<file path="config.mk">
export PLATFORM = sky130hd
export DESIGN_NAME = boot_loader
export DESIGN_NICKNAME = d
export VERILOG_FILES = /design/src/rtl/boot_loader.sv
export SDC_FILE = /design/constraint.sdc
export NUM_CORES = 1
export LEC_CHECK = 0
export ABC_AREA = 1
export CORE_MARGIN = 5
export CORE_UTILIZATION = 45
export DETAILED_ROUTE_END_ITERATION = 8
export HOLD_SLACK_MARGIN = 0.08
export PLACE_DENSITY_LB_ADDON = 0.3
export SLEW_MARGIN = 20
export SYNTH_ARGS = -nofsm -noshare
export SYNTH_HDL_FRONTEND = slang
export SYNTH_SLANG_ARGS = --single-unit
</file>
<file path="constraint.sdc">
create_clock -name clk -period 3 [get_ports clk]
set_clock_uncertainty 0.15 [all_clocks]
set_input_delay 0.45 -clock clk [delete_from_list [all_inputs] [get_ports clk]]
set_output_delay 0.45 -clock clk [all_outputs]
set_load 0.02 [all_outputs]
</file>
<file path="src/rtl/boot_loader.sv">
// UART boot loader: receives a word count and image over 8N1 serial, writes it into RAM,
// then releases the CPU from reset and hands it the RAM port.
module boot_loader #(
    parameter int CLKS_PER_BIT = 434
) (
    input  logic        clk,
    input  logic        nreset,
    input  logic        rx,
    input  logic [31:0] cpu_data,
    input  logic [15:0] cpu_address,
    input  logic        cpu_wren,
    output logic [31:0] ram_data,
    output logic [15:0] ram_address,
    output logic        ram_wren,
    output logic        cpu_nreset,
    output logic [7:0]  status
);
    localparam logic [15:0] BIT_LAST  = 16'(CLKS_PER_BIT - 1);
    localparam logic [15:0] HALF_LAST = 16'(CLKS_PER_BIT / 2 - 1);

    typedef enum logic [1:0] {RX_IDLE, RX_START, RX_DATA, RX_STOP} rx_state_t;
    typedef enum logic [2:0] {S_LEN_HI, S_LEN_LO, S_WORD, S_WRITE, S_RELEASE, S_RUN, S_ERROR} state_t;

    logic [1:0]  sync_reg;
    logic        rx_s;
    rx_state_t   rx_state_reg, rx_state_next;
    logic [15:0] rx_cnt_reg, rx_cnt_next;
    logic [2:0]  rx_bit_reg, rx_bit_next;
    logic [7:0]  rx_shift_reg, rx_shift_next;
    logic        rx_prev_reg;
    logic [7:0]  rx_byte_reg;
    logic        rx_valid_reg;
    logic        rx_done, rx_err, consume;

    state_t      state_reg, state_next;
    logic [15:0] count_reg, count_next;
    logic [15:0] index_reg, index_next;
    logic [31:0] word_reg, word_next;
    logic [1:0]  byte_cnt_reg, byte_cnt_next;
    logic [1:0]  hold_cnt_reg, hold_cnt_next;
    logic        cpu_nreset_reg;

    assign rx_s = sync_reg[1];

    always_ff @(posedge clk) begin
        if (!nreset) begin
            sync_reg     <= 2'b11;
            rx_prev_reg  <= 1'b1;
            rx_state_reg <= RX_IDLE;
            rx_cnt_reg   <= '0;
            rx_bit_reg   <= '0;
            rx_shift_reg <= '0;
            rx_byte_reg  <= '0;
            rx_valid_reg <= 1'b0;
        end else begin
            sync_reg     <= {sync_reg[0], rx};
            rx_prev_reg  <= rx_s;
            rx_state_reg <= rx_state_next;
            rx_cnt_reg   <= rx_cnt_next;
            rx_bit_reg   <= rx_bit_next;
            rx_shift_reg <= rx_shift_next;
            // A finished byte is held until the loader FSM takes it (it may be busy in WRITE)
            if (rx_done) begin
                rx_byte_reg  <= rx_shift_reg;
                rx_valid_reg <= 1'b1;
            end else if (consume) begin
                rx_valid_reg <= 1'b0;
            end
        end
    end

    always_comb begin
        rx_state_next = rx_state_reg;
        rx_cnt_next   = rx_cnt_reg + 16'd1;
        rx_bit_next   = rx_bit_reg;
        rx_shift_next = rx_shift_reg;
        rx_done       = 1'b0;
        rx_err        = 1'b0;
        case (rx_state_reg)
            RX_IDLE: begin
                rx_cnt_next = '0;
                if (rx_prev_reg && !rx_s) rx_state_next = RX_START;
            end
            RX_START: begin
                if (rx_cnt_reg == HALF_LAST) begin
                    rx_cnt_next   = '0;
                    rx_bit_next   = '0;
                    rx_state_next = rx_s ? RX_IDLE : RX_DATA;
                end
            end
            RX_DATA: begin
                if (rx_cnt_reg == BIT_LAST) begin
                    rx_cnt_next   = '0;
                    rx_shift_next = {rx_s, rx_shift_reg[7:1]};
                    rx_bit_next   = rx_bit_reg + 3'd1;
                    if (rx_bit_reg == 3'd7) rx_state_next = RX_STOP;
                end
            end
            default: begin
                // Return to idle at the stop-bit centre so a back-to-back start edge is seen
                if (rx_cnt_reg == BIT_LAST) begin
                    rx_cnt_next   = '0;
                    rx_state_next = RX_IDLE;
                    rx_done       = rx_s;
                    rx_err        = !rx_s;
                end
            end
        endcase
    end

    always_ff @(posedge clk) begin
        if (!nreset) begin
            state_reg      <= S_LEN_HI;
            count_reg      <= '0;
            index_reg      <= '0;
            word_reg       <= '0;
            byte_cnt_reg   <= '0;
            hold_cnt_reg   <= '0;
            cpu_nreset_reg <= 1'b0;
        end else begin
            state_reg      <= state_next;
            count_reg      <= count_next;
            index_reg      <= index_next;
            word_reg       <= word_next;
            byte_cnt_reg   <= byte_cnt_next;
            hold_cnt_reg   <= hold_cnt_next;
            cpu_nreset_reg <= (state_next == S_RUN);
        end
    end

    always_comb begin
        state_next    = state_reg;
        count_next    = count_reg;
        index_next    = index_reg;
        word_next     = word_reg;
        byte_cnt_next = byte_cnt_reg;
        hold_cnt_next = hold_cnt_reg;
        consume       = 1'b0;
        case (state_reg)
            S_LEN_HI: begin
                if (rx_valid_reg) begin
                    consume    = 1'b1;
                    count_next = {rx_byte_reg, 8'h00};
                    state_next = S_LEN_LO;
                end
            end
            S_LEN_LO: begin
                if (rx_valid_reg) begin
                    consume       = 1'b1;
                    count_next    = {count_reg[15:8], rx_byte_reg};
                    index_next    = '0;
                    byte_cnt_next = '0;
                    hold_cnt_next = '0;
                    state_next    = ({count_reg[15:8], rx_byte_reg} == 16'h0000) ? S_RELEASE : S_WORD;
                end
            end
            S_WORD: begin
                if (rx_valid_reg) begin
                    consume       = 1'b1;
                    word_next     = {word_reg[23:0], rx_byte_reg};
                    byte_cnt_next = byte_cnt_reg + 2'd1;
                    if (byte_cnt_reg == 2'd3) state_next = S_WRITE;
                end
            end
            S_WRITE: begin
                index_next = index_reg + 16'd1;
                // Widened compare so N = 0xFFFF stops after address 0xFFFE without wrapping
                if (({1'b0, index_reg} + 17'd1) < {1'b0, count_reg}) begin
                    state_next = S_WORD;
                end else begin
                    hold_cnt_next = '0;
                    state_next    = S_RELEASE;
                end
            end
            S_RELEASE: begin
                hold_cnt_next = hold_cnt_reg + 2'd1;
                if (hold_cnt_reg == 2'd1) begin
                    hold_cnt_next = '0;
                    state_next    = S_RUN;
                end
            end
            S_RUN: begin
                if (hold_cnt_reg != 2'd2) hold_cnt_next = hold_cnt_reg + 2'd1;
            end
            default: ;
        endcase
        if (rx_err && state_reg != S_RUN && state_reg != S_ERROR) state_next = S_ERROR;
    end

    always_comb begin
        ram_data    = '0;
        ram_address = '0;
        ram_wren    = 1'b0;
        status      = 8'hE0;
        case (state_reg)
            S_LEN_HI:  status = 8'h10;
            S_LEN_LO:  status = 8'h11;
            S_WORD:    status = 8'h20;
            S_WRITE: begin
                status      = 8'h21;
                ram_data    = word_reg;
                ram_address = index_reg;
                // Reset on this edge must suppress the write the RAM would otherwise take
                ram_wren    = nreset;
            end
            S_RELEASE: status = 8'h30;
            S_RUN: begin
                status = 8'h40;
                if (hold_cnt_reg == 2'd2) begin
                    ram_data    = cpu_data;
                    ram_address = cpu_address;
                    ram_wren    = cpu_wren;
                end
            end
            default:   status = 8'hE0;
        endcase
    end

    assign cpu_nreset = cpu_nreset_reg;
endmodule

</file>
==> summary.md <==
| Metric | Value |
|---|---|
| Vias per cell | `4.95` |
| Setup ws final | `0.136 ns` |
| Placed cell count | `1085` |
| Pwr dens | `471 nW/µm²` |
| FF-to-FF Start | `index_reg[0]` |
| Slowest stage delay, CP | `0.60 ns` |
| Number of global-route vias before repair | `5140` |
| Power Internal | `2800 µW` |
| Clock slew at reported path FFs | `0.05 ns` |
| Row count | `41` |
| Final core occ | `between 60% and 70%` |
| CP Class | `flip-flop to primary output` |
| CP startpoint kind | `flip-flop` |
| Placed cell area | `around 7000 µm²` |
| Crit path cell chain | `inv_2 > nor2_2 > inv_1 > nor2_2 > buf_4 > nand2_4 > nand2_1 > clkdlybuf4s50_1` |
| NetSw | `797 µW` |
| Final instance area | `7640 µm²` |
| Worst hold path stage count | `1` |
| Cell variety after synth | `38` |
| Drt wl/cell | `13.2 µm` |
| Num Clock Sinks | `113` |
| Die Y | `124 µm` |
| Crit path depth | `8` |
| Largest net degree at the start of global routing | `66` |
| Crit path max-delay family | `buffers and inverters` |
| Commonest non-fill, non-tap cell in the layout | `nand2_1` |
| Dominant cell type by area after synthesis | `dfxtp_1` |
| Hold WS | `0.261 ns` |
| Max FFs per register | `32` |
| Max FO, Critical Path | `14` |
| Mean post-synth cell area | `7.03 µm²` |
| Fillers | `1170` |
| Final wirelength | `14700 µm` |
| Worst path bufs/invs | `4` |
| Peak VDD IR | `0.467 mV` |
| Seq/Total Area, Yosys | `38.6%` |
| I/O pin count | `110` |
| Mapped Area | `~5900 µm²` |
| Crit-path slowest cell | `clkdlybuf4s50_1` |
| Fraction of layout cells with a size suffix above 1 | `about 8.4%` |
| Starting density of the core | `46.2%` |
| Hold path start | `sync_reg[0]` |
| Port bufs | `106` |
| Latest clock arrival within the worst-skew pair | `0.41 ns` |
| TritonRoute pass-1 iters | `5` |
| Fmax | `349 MHz` |
| Hold Vio Cnt, Final | `0` |
| GRT overflow | `0` |
| Slew HR | `64.4%` |
| Synth top area share | `38.6%` |
| Net Sw Frac | `22.1%` |
| Via count | `5527` |
| Crit path from | `state_reg[0]` |
| CTS Buf Count | `17` |
| Top cells by area, synth | `dfxtp_1, nand2_1, o21ai_0, inv_1, a21oi_1` |
| GP Congestion | `0.886` |
| Cell count after synthesis | `833` |
| CTS root buf | `clkbuf_16` |
| Part of the power in registers | `between 40% and 50%` |
| Residual DRC count | `0` |
| HP Class | `flip-flop to flip-flop` |
| Comb pwr share | `3.4%` |
| Result of the run | `finished, final reports clean` |
| Post-cts hold buffer count | `0` |
| Total GRT Usage | `19.4%` |
| Ant. Diodes | `0` |
| Die Wd | `124 µm` |
| Dpl ws | `0.155 ns` |
| Yosys reg bits | `113` |
| DR iter-0 viols | `408` |
| Post-route non-filler standard cell count | `roughly 1100` |
| Leak pwr | `around 0.0030 µW` |
| Clk buf depth | `2` |
| Setup violations, final | `0` |
| Crit share post-route | `95.5%` |
| Crit. End Element | `primary output` |
| Final Max Tran Viols | `0` |
| Worst reg-to-reg path cell count | `18` |
| Worst path most repeated cell | `nor2_2` |
| CP required | `between 2 and 2.5 ns` |
| Crit path DAT | `2.26 ns` |
| Core Region | `12700 µm²` |
| CTS tree | `done` |
| Max Cap Violations | `0` |
| CTS H-tree depth | `4` |
| Yosys warns | `0` |
| Slew @ Worst Pin | `0.534 ns` |
| Area of the die | `15400 µm²` |
| Routed Antenna Nets | `0` |
| Nets | `1008` |
| Initial antenna violation count | `0` |
| Tmin final | `between 2 and 3 ns` |
| Area grow syn2layout | `30.4%` |
| First-pass GRT wire length | `~24000 µm` |
| Clk pwr share | `54.8%` |
| Post-DP HPWL | `about 10000 µm` |
| Most frequent cells in the layout | `nand2_1, inv_1, dfxtp_1, o21ai_0, clkdlybuf4s50_1` |
## cells by family after synthesis
| logic type | after synthesis | synth area share, % |
|---|---|---|
| AO/OA/AOI/OAI | 223 | 20.5 |
| adder cells (fa/ha/maj) | 24 | 5.12 |
| XOR/XNOR | 15 | 2.24 |
| flip-flops | 113 | 38.6 |
| other | 1 | 0.0640 |
| buffers and inverters | 169 | 12.2 |
| AND/OR/NAND/NOR | 288 | 21.2 |
## what timing repair did
item	in CTS	in global routing
resized for setup	1	15
buffers inserted	0	0
pin swaps	0	2
endpoints found under the setup margin	1	52
endpoints found under the hold margin	0	0
## path summary, 6_finish.rpt
kind                           to  slack (ns)
hold / removal        sync_reg[1]        0.26
setup / recovery         ram_wren        0.14
hold reg to reg       sync_reg[1]        0.26
setup reg to reg  hold_cnt_reg[0]        0.26
## final cells by class
type | instances | area (µm²) | share of cell area (%)
Timing Repair Buffer | 114 | 1150 | 15.0
Clock inverter | 15 | 158 | 2.06
Clock buffer | 17 | 425 | 5.57
Sequential cell | 113 | 2270 | 29.6
Tap cell | 172 | 215 | 2.82
Multi-Input combinational cell | 553 | 2930 | 38.3
Inverter | 133 | 500 | 6.55
## power by group through the flow
stage,Sequential [µW],Combinational [µW],Clock (µW)
6_report,1510,121,1970
3_3_place_gp,1540,119,0
3_5_place_dp,1540,120,0
5_1_grt,1510,130,2080
2_1_floorplan,1540,48.8,0
4_1_cts,1510,120,2000
## through the flow
stage                     power, µW  TNS (ns)
final                          3600         0
after floorplan                1590         0
after CTS                      3620         0
after global placement         1660         0
after global routing           3720  -0.00513
after detailed placement       1660         0
## synthesized netlist by cell type, drive strengths merged
cell type and n:
inv 132, nor3b 2, buf 22, nand2 156
a211oi 10, clkinv 1, nand3 34, clkbuf 14
o22ai 11, a21boi 1, ha 24, a31oi 1
a21oi 82, o211ai 1, nand4 5, a21o 1
nor2 77, or2 2, o21a 3, o21ai 109
dfxtp 113, nor3 12, conb 1, a22o 4
xor2 15
## metal layers
metal,vias to the layer above,global-route usage (%),part of all wire [%]
met5,-,0,0
met4,0,6.78,1.4
met3,18,5.68,6.8
met2,136,33.0,47
met1,2482,23.2,45
li1,2891,-,-
Note: power is estimated with default switching activity, not from simulation.
